===== src/rtl/operand_collector_pkg.sv =====
// Shared types and helpers for the operand collector.
package operand_collector_pkg;

  typedef enum logic [1:0] {
    MODE_SUM = 2'd0,
    MODE_MAX = 2'd1,
    MODE_MIN = 2'd2,
    MODE_XOR = 2'd3
  } mode_e;

  typedef enum logic [1:0] {
    COLLECT = 2'd0,
    CALC    = 2'd1,
    HOLD    = 2'd2
  } state_e;

  // Result width wide enough that a full sum of all slots cannot overflow.
  function automatic int unsigned res_width(input int unsigned num_slots,
                                            input int unsigned data_w);
    return data_w + $clog2(num_slots);
  endfunction

endpackage


===== src/rtl/operand_slot.sv =====
// One operand slot: data register plus filled flag.
module operand_slot #(
  parameter int unsigned DATA_W = 4
) (
  input  logic              clock,
  input  logic              rst,
  input  logic              we,
  input  logic              clr,
  input  logic [DATA_W-1:0] d,
  output logic [DATA_W-1:0] data,
  output logic              valid
);

  // Clear wins over write; the collector never asserts both together.
  always_ff @(posedge clock or posedge rst) begin
    if (rst) begin
      data  <= '0;
      valid <= 1'b0;
    end else if (clr) begin
      data  <= '0;
      valid <= 1'b0;
    end else if (we) begin
      data  <= d;
      valid <= 1'b1;
    end
  end

endmodule


===== src/rtl/operand_collector.sv =====
// Collects NUM_SLOTS operands, reduces them once full, holds the result
// under valid/ready, then clears the slots for the next set.
module operand_collector
  import operand_collector_pkg::*;
#(
  parameter  int unsigned NUM_SLOTS = 4,
  parameter  int unsigned DATA_W    = 4,
  localparam int unsigned SEL_W     = $clog2(NUM_SLOTS),
  localparam int unsigned RES_W     = res_width(NUM_SLOTS, DATA_W)
) (
  input  logic                 clock,
  input  logic                 rst,
  input  logic [DATA_W-1:0]    d_in,
  input  logic [SEL_W-1:0]     slot_sel,
  input  logic                 capture,
  input  logic [1:0]           op_mode,
  output logic [RES_W-1:0]     result,
  output logic                 result_valid,
  input  logic                 result_ready,
  output logic [NUM_SLOTS-1:0] slot_valid,
  output logic                 busy,
  output logic                 cap_err
);

  state_e                           state;
  state_e                           state_next;
  mode_e                            mode_q;
  mode_e                            mode_next;
  logic [RES_W-1:0]                 result_next;
  logic [RES_W-1:0]                 red;
  logic [RES_W-1:0]                 red_sum;
  logic [DATA_W-1:0]                red_max;
  logic [DATA_W-1:0]                red_min;
  logic [DATA_W-1:0]                red_xor;
  logic                             cap_err_next;
  logic                             sel_ok;
  logic                             slot_clr;
  logic [NUM_SLOTS-1:0]             sel_onehot;
  logic [NUM_SLOTS-1:0]             slot_we;
  logic [NUM_SLOTS-1:0][DATA_W-1:0] slot_data;

  // Slot select decode; out-of-range selects exist only for non-power-of-2 counts.
  assign sel_ok     = (32'(slot_sel) < NUM_SLOTS);
  assign sel_onehot = NUM_SLOTS'(1) << slot_sel;

  // Operand slot storage.
  for (genvar g = 0; g < NUM_SLOTS; g++) begin : g_slot
    operand_slot #(.DATA_W(DATA_W)) u_slot (
      .clock (clock),
      .rst   (rst),
      .we    (slot_we[g]),
      .clr   (slot_clr),
      .d     (d_in),
      .data  (slot_data[g]),
      .valid (slot_valid[g])
    );
  end

  // Mode-selected reduction over all slots; MAX/MIN/XOR are zero-extended.
  always_comb begin
    red_sum = '0;
    red_max = '0;
    red_min = '1;
    red_xor = '0;
    for (int i = 0; i < int'(NUM_SLOTS); i++) begin
      red_sum = red_sum + RES_W'(slot_data[i]);
      if (slot_data[i] > red_max) red_max = slot_data[i];
      if (slot_data[i] < red_min) red_min = slot_data[i];
      red_xor = red_xor ^ slot_data[i];
    end
    red = red_sum;
    case (mode_q)
      MODE_SUM: red = red_sum;
      MODE_MAX: red = RES_W'(red_max);
      MODE_MIN: red = RES_W'(red_min);
      MODE_XOR: red = RES_W'(red_xor);
      default:  red = red_sum;
    endcase
  end

  // State register.
  always_ff @(posedge clock or posedge rst) begin
    if (rst) state <= COLLECT;
    else     state <= state_next;
  end

  // Next state, slot control and next output values.
  always_comb begin
    state_next   = state;
    mode_next    = mode_q;
    result_next  = result;
    cap_err_next = 1'b0;
    slot_we      = '0;
    slot_clr     = 1'b0;
    case (state)
      COLLECT: begin
        if (capture) begin
          if (sel_ok) begin
            slot_we      = sel_onehot;
            cap_err_next = |(slot_valid & sel_onehot);
          end else begin
            cap_err_next = 1'b1;
          end
        end
        if (&(slot_valid | slot_we)) begin
          state_next = CALC;
          mode_next  = mode_e'(op_mode);
        end
      end
      CALC: begin
        cap_err_next = capture;
        result_next  = red;
        state_next   = HOLD;
      end
      HOLD: begin
        cap_err_next = capture;
        if (result_ready) begin
          slot_clr   = 1'b1;
          state_next = COLLECT;
        end
      end
      default: state_next = COLLECT;
    endcase
  end

  // Registered outputs and captured mode.
  always_ff @(posedge clock or posedge rst) begin
    if (rst) begin
      mode_q       <= MODE_SUM;
      result       <= '0;
      result_valid <= 1'b0;
      busy         <= 1'b0;
      cap_err      <= 1'b0;
    end else begin
      mode_q       <= mode_next;
      result       <= result_next;
      result_valid <= (state_next == HOLD);
      busy         <= (state_next != COLLECT);
      cap_err      <= cap_err_next;
    end
  end

endmodule


===== config.mk =====
export PLATFORM = sky130hd
export DESIGN_NAME = operand_collector
export DESIGN_NICKNAME = d
export VERILOG_FILES = /design/src/rtl/operand_collector_pkg.sv /design/src/rtl/operand_slot.sv /design/src/rtl/operand_collector.sv
export SDC_FILE = /design/constraint.sdc
export NUM_CORES = 1
export LEC_CHECK = 0
export CORE_MARGIN = 5
export CORE_UTILIZATION = 45
export CTS_BUF_LIST = sky130_fd_sc_hd__clkbuf_16
export DETAILED_ROUTE_END_ITERATION = 10
export PLACE_DENSITY_LB_ADDON = 0.3
export SYNTH_ARGS = -nofsm -noshare
export SYNTH_HDL_FRONTEND = slang
export SYNTH_HIERARCHICAL = 1
export SYNTH_SLANG_ARGS = --single-unit
export TNS_END_PERCENT = 30

===== constraint.sdc =====
create_clock -name clock -period 5.7 [get_ports clock]
set_input_delay 0.57 -clock clock [delete_from_list [all_inputs] [get_ports clock]]
set_output_delay 0.57 -clock clock [all_outputs]
set_load 0.1 [all_outputs]

==> results of run 1 <==
==> routing by layer <==
metal  part of all wire, %  wire length [µm]
met3                   3.9               241
met5                     0                 0
met4                   1.4                86
met2                    48              2960
met1                    47              2910
==> logic make-up after synthesis <==
| group | after synthesis | share of synthesized area [%] |
|---|---|---|
| simple gates | 78 | 13.8 |
| mux | 30 | 11.7 |
| compound gates | 65 | 15.3 |
| xor+xnor | 5 | 1.59 |
| fa+ha+maj | 40 | 20.4 |
| flops | 33 | 30.0 |
| buf+inv | 44 | 7.19 |
==> final timing paths <==
| path | depth (start not counted) | start | to |
|---|---|---|---|
| setup / recovery | 18 | g_slot[0].u_slot/data[2] | result[1] |
| setup reg to reg | 18 | g_slot[0].u_slot/data[2] | result[1] |
| hold reg to reg | 1 | result[4] | result[4] |
| hold / removal | 1 | result[4] | result[4] |
| max in group asynchronous | 2 | rst | result[1] |
| min in group asynchronous | 2 | rst | g_slot[2].u_slot/valid |
==> placed cells by master (no fill, tap or decap), types with 3 or more instances in the layout <==
cell	count
a21oi_1	29
clkbuf_16	5
clkdlybuf4s50_1	24
dfrtp_1	33
fa_1	8
ha_1	32
inv_1	37
mux2_2	7
mux2i_1	22
nand2_1	9
nand2b_1	3
nand3_1	4
nand3b_1	3
nor2_1	36
nor2b_1	3
nor3_1	7
o211ai_1	3
o21ai_0	10
xnor2_1	3
==> final cells by class <==
cell class	count	area, µm²
clock buffers	5	125
clock inverters	3	41.3
fillers	528	2730
inverters	37	139
multi-input cells	218	1730
flip-flops and latches	33	826
well taps	75	93.8
repair buffers	24	240
==> flip-flops by register name (all words and copies together) (netlist names) <==
name                 count
mode_q                   2
state                    2
result_valid             1
busy                     1
g_slot.u_slot/data      16
g_slot.u_slot/valid      4
cap_err                  1
result                   6
==> stage by stage <==
stage / util [%] / area (µm²) / hold slack (ns)
2_1_floorplan: - / 2750 / 0.349
3_3_place_gp: 51.1 / 3030 / 0.484
3_5_place_dp: 51.1 / 3030 / 0.484
4_1_cts: 53.9 / 3190 / 0.497
5_1_grt: 53.9 / 3190 / 0.519
6_report: 53.9 / 3190 / 0.487
==> critical path: stages, from the launching register on <==
cell	delay, ns
dfrtp_1	0.49
inv_1	0.07
ha_1	0.29
o21ai_1	0.16
a21oi_2	0.06
o21ai_4	0.19
mux2_2	0.38
ha_1	0.27
and4_2	0.20
a21oi_1	0.30
mux2_2	0.41
ha_1	0.28
nor2b_1	0.13
o211ai_1	0.08
a21oi_1	0.45
a21oi_1	0.13
or3_1	0.32
o221a_2	0.13
o311ai_1	0.06
==> results.sh, run 1 <==
export IMPL_cts_sinks=33
export IMPL_worst_ep_arrival_time_ns=4.68
export IMPL_drv_cap=0
export IMPL_grtUsageMet2_pct=29.8
export IMPL_cts_resized=0
export IMPL_syn_to_final_growth_pct=16.1
export IMPL_fin_crit_sh_pct=79.0
export IMPL_final_setup_tns_ns=0
export IMPL_cts_hold_fix_buffers=0
export IMPL_reg2reg_slack_ns=1.20
export IMPL_cts_max_level=2
export IMPL_syn_nets=347
export IMPL_grt_pass1_wl_mm=10.5
export IMPL_busiest_layer="met2"
export IMPL_synth_edf_count=0
export IMPL_die_y_um=88.2
export IMPL_rows=28
export IMPL_post_cts_buffers=0
export IMPL_syn_cell_area_um2=2750
export IMPL_globalRouteMet1Util_pct=22.5
export IMPL_cts_made_buffers=5
export IMPL_core_um2=5920
export IMPL_cts_tree="yes"
export IMPL_post_route_min_period_ns=4.50
export IMPL_synth_area_leaders="dfrtp_1 (30%), ha_1 (15%), mux2i_1 (8.0%)"
export IMPL_dp_slack_ns=1.18
export IMPL_path_clk_slew_ns=0.05
export IMPL_overflow=0
export IMPL_yosys_area_top_type="dfrtp_1"
export IMPL_via_per_inst=5.57
export IMPL_gp_congestion=0.870
export IMPL_grt_max_degree=21
export IMPL_die_x_um=88.2
export IMPL_critPathKind="register to register"
export IMPL_antenna_found_initial=0
export IMPL_worstPathRequired_ns=5.87
export IMPL_synth_top_cell_area_share_pct=30.0
export IMPL_dpl_cell_count=387
export IMPL_ant_nets=0
export IMPL_status="finished clean"
export IMPL_initialDrtViolationCount=115
export IMPL_hold_violations=0
export IMPL_ys_top_cells_by_count="inv_1 (37), nor2_1 (36), dfrtp_1 (33), ha_1 (32), a21oi_1 (29)"
export IMPL_finalSetupViolations=0
export IMPL_drc_errors=0
export IMPL_netlist_instances=295
export IMPL_hpwl_mm=4.80
export IMPL_synth_most_common_cell="inv_1"
export IMPL_dr_total_vias=2199
export IMPL_portBuffers=24
export IMPL_grt_usage_pct=17.6
export IMPL_hold_path_class="register to register"
export IMPL_root_buffer="clkbuf_16"
export IMPL_synth_flop_cell="dfrtp_1"
export IMPL_stdcell_count=395
export IMPL_fin_ws_ns=1.20
export IMPL_postSynthAreaPerCell_um2=9.32
export IMPL_start_util_pct=46.4
export IMPL_avgRoutedWirePerCell_um=15.7
export IMPL_clock_latency_ns=0.27
export IMPL_slew_violations=0
export IMPL_wl_mm=6.20
export IMPL_relSlewSlack_pct=34.4
export IMPL_drt_first_pass_iters=4
export IMPL_die_area_um2=7770
export IMPL_num_io_pins=25
export IMPL_async_reset_ff_share_pct=100
export IMPL_grt_pass1_vias=2255
export IMPL_rsz0062_at_grt="no"
export IMPL_use_met3_pct=3.10
export IMPL_cp_start_kind="register"
export IMPL_fin_skew_ns=0.00406
export IMPL_antennaDiodeCount=0
export IMPL_fmax_mhz=222
export IMPL_crit_path_end_kind="register"
export IMPL_critical_path_max_fanout=8
export IMPL_yosys_register_bits=33
export IMPL_clock_path_buffers=2
export IMPL_drive_gt1_share_pct=7.50
export IMPL_worstMarginPinSlew_ns=0.981
export IMPL_yosys_warnings=6
export IMPL_yosysUniqueCellTypes=49
export IMPL_final_nets=371
export IMPL_yosysSeqAreaShare_pct=30.0
Power of run 1 is left out: the tool's default activity adds up to more than one toggle a clock period on the data nets, which glitch-free logic cannot reach.
==> inputs of run 2 (changes only) <==
- clock period: 5.7 -> 4.3 ns (I/O delays scaled with it)
==> run 2 against run 1 <==
Maximum frequency is 9.7% higher. Critical path depth is 2 lower. First-iteration DRC count up 7.0%. Worst setup slack got worse by 1.0 ns. Clock-buffer cell count is the same. Non-clock buffer count is 12 higher. Global-route usage rose by 0.74 points. Final area rose by 3.8%. Register-to-register slack worse by 1.0 ns. Highest routed layer unchanged.
==> results.sh, run 2 (synthesis gave the netlist of run 1 again) <==
export IMPL_antennaDiodeCount=0
export IMPL_top_register="g_slot.u_slot/data"
export IMPL_num_io_pins=25
export IMPL_fin_skew_ns=0.00623
export IMPL_final_setup_tns_ns=0
export IMPL_grt_usage_pct=18.3
export IMPL_worst_r2r_path_depth=16
export IMPL_ant_nets=0
export IMPL_syn_to_final_growth_pct=20.4
export IMPL_crit_path_end_kind="register"
export IMPL_start_util_pct=46.4
export IMPL_critical_path_max_fanout=8
export IMPL_initialDrtViolationCount=123
export IMPL_post_route_min_period_ns=4.10
export IMPL_grt_pass1_vias=2359
export IMPL_cp_start_kind="register"
export IMPL_worstMarginPinSlew_ns=0.986
export IMPL_cts_tree="yes"
export IMPL_reg2reg_slack_ns=0.20
export IMPL_die_y_um=88.2
export IMPL_portBuffers=24
export IMPL_path_clk_slew_ns=0.06
export IMPL_hold_ws_ns=0.489
export IMPL_slew_violations=0
export IMPL_worstReg2RegEnd="result[1]"
export IMPL_reg_top3="g_slot.u_slot/data (16), result (6), g_slot.u_slot/valid (4)"
export IMPL_largest_reg_flops=16
export IMPL_clock_latency_ns=0.28
export IMPL_hold_violations=0
export IMPL_die_x_um=88.2
export IMPL_layout_commonest_cell="inv_1"
export IMPL_gp_congestion=0.877
export IMPL_drc_errors=0
export IMPL_cts_sinks=33
export IMPL_hpwl_mm=5.07
export IMPL_hold_path_class="register to register"
export IMPL_fmax_mhz=244
export IMPL_worstPathRequired_ns=4.48
export IMPL_reg2reg_from="g_slot[1].u_slot/data[2]"
export IMPL_core_um2=5920
export IMPL_antenna_found_initial=0
export IMPL_avgRoutedWirePerCell_um=15.6
export IMPL_overflow=0
export IMPL_finalSetupViolations=0
export IMPL_cts_made_buffers=5
export IMPL_relSlewSlack_pct=34.0
export IMPL_grt_pass1_wl_mm=11.1
export IMPL_whs_endpoint="result[4]"
export IMPL_fin_crit_sh_pct=95.5
export IMPL_final_nets=383
export IMPL_hold_start="result[4]"
export IMPL_hold_path_depth=1
export IMPL_rsz0062_at_grt="no"
export IMPL_cts_hold_fix_buffers=0
export IMPL_drv_cap=0
export IMPL_root_buffer="clkbuf_16"
export IMPL_worst_ep_arrival_time_ns=4.28
export IMPL_fill_cells=529
export IMPL_rows=28
export IMPL_dr_total_vias=2253
export IMPL_critPathKind="register to register"
export IMPL_die_area_um2=7770
export IMPL_grt_max_degree=21
export IMPL_wl_mm=6.34
export IMPL_clock_path_buffers=2
export IMPL_status="finished clean"
export IMPL_cts_max_level=2
export IMPL_drive_gt1_share_pct=12.3
export IMPL_final_cell_mix="inv_1 (38), nor2_1 (36), dfrtp_1 (33)"
export IMPL_drt_first_pass_iters=4
export IMPL_via_per_inst=5.54
==> run 2: changes by cell type in the layout (fill, tap and decap cells not counted), sizes merged <==
| cell | delta |
|---|---|
| buf | +12 |
| clkinvlp | -1 |
| inv | +1 |
==> run 2: routing by layer <==
| layer | track usage (%) | part of all wire [%] | vias to the layer above |
|---|---|---|---|
| li1 | - | - | 1101 |
| met1 | 24.4 | 45 | 1086 |
| met2 | 30.5 | 49 | 55 |
| met3 | 3.01 | 4.2 | 11 |
| met4 | 5.49 | 1.6 | 0 |
| met5 | 0 | 0 | - |
==> run 2: worst max-delay path by stage <==
stage                        startpoint   endpoint  slack, ns  depth (start not counted)
2_1_floorplan  g_slot[0].u_slot/data[3]  result[1]       0.21                         17
3_3_place_gp   g_slot[0].u_slot/data[3]  result[1]       0.13                         18
3_5_place_dp   g_slot[1].u_slot/data[2]  result[1]      -0.04                         17
4_1_cts        g_slot[1].u_slot/data[2]  result[1]       0.08                         17
5_1_grt        g_slot[1].u_slot/data[2]  result[1]      0.008                         17
6_report       g_slot[1].u_slot/data[2]  result[1]       0.20                         16
==> run 2: worst max-delay path: stages, from the launching register on <==
cell and delay (ns):
dfrtp_1 0.38, ha_1 0.33, o21ai_2 0.14, a21oi_2 0.06, o21ai_4 0.22, mux2_2 0.37
ha_1 0.27, and4_2 0.21, a21oi_2 0.21, mux2_4 0.34, ha_1 0.28, nor2b_1 0.13
o211ai_1 0.28, a21oi_4 0.13, or3_1 0.36, o221a_2 0.23, o311ai_1 0.07
==> run 2: stage by stage <==
stage / setup slack [ns] / util, % / std cells / area [µm²]
after floorplan: 0.205 / - / 295 / 2750
after global placement: 0.134 / 52.1 / 395 / 3090
after detailed placement: -0.0365 / 52.1 / 395 / 3090
after CTS: 0.0823 / 54.9 / 403 / 3250
after global routing: 0.00761 / 55.9 / 407 / 3310
final: 0.195 / 55.9 / 407 / 3310
==> run 2: layout make-up <==
| type | instances | area [µm²] | area share (%) |
|---|---|---|---|
| Clock buffer | 5 | 125 | 3.78 |
| Inverter | 37 | 139 | 4.19 |
| Sequential cell | 33 | 826 | 24.9 |
| Multi-Input combinational cell | 218 | 1760 | 53.2 |
| Timing Repair Buffer | 36 | 330 | 9.97 |
| Clock inverter | 3 | 37.5 | 1.13 |
| Tap cell | 75 | 93.8 | 2.83 |
==> run 2: repair_timing <==
item                       CTS  global route
setup endpoints to repair    2             4
setup buffers                0             4
gates resized for setup      1             8
pin swaps                    0             3
Power of run 2 is left out for the same reason.
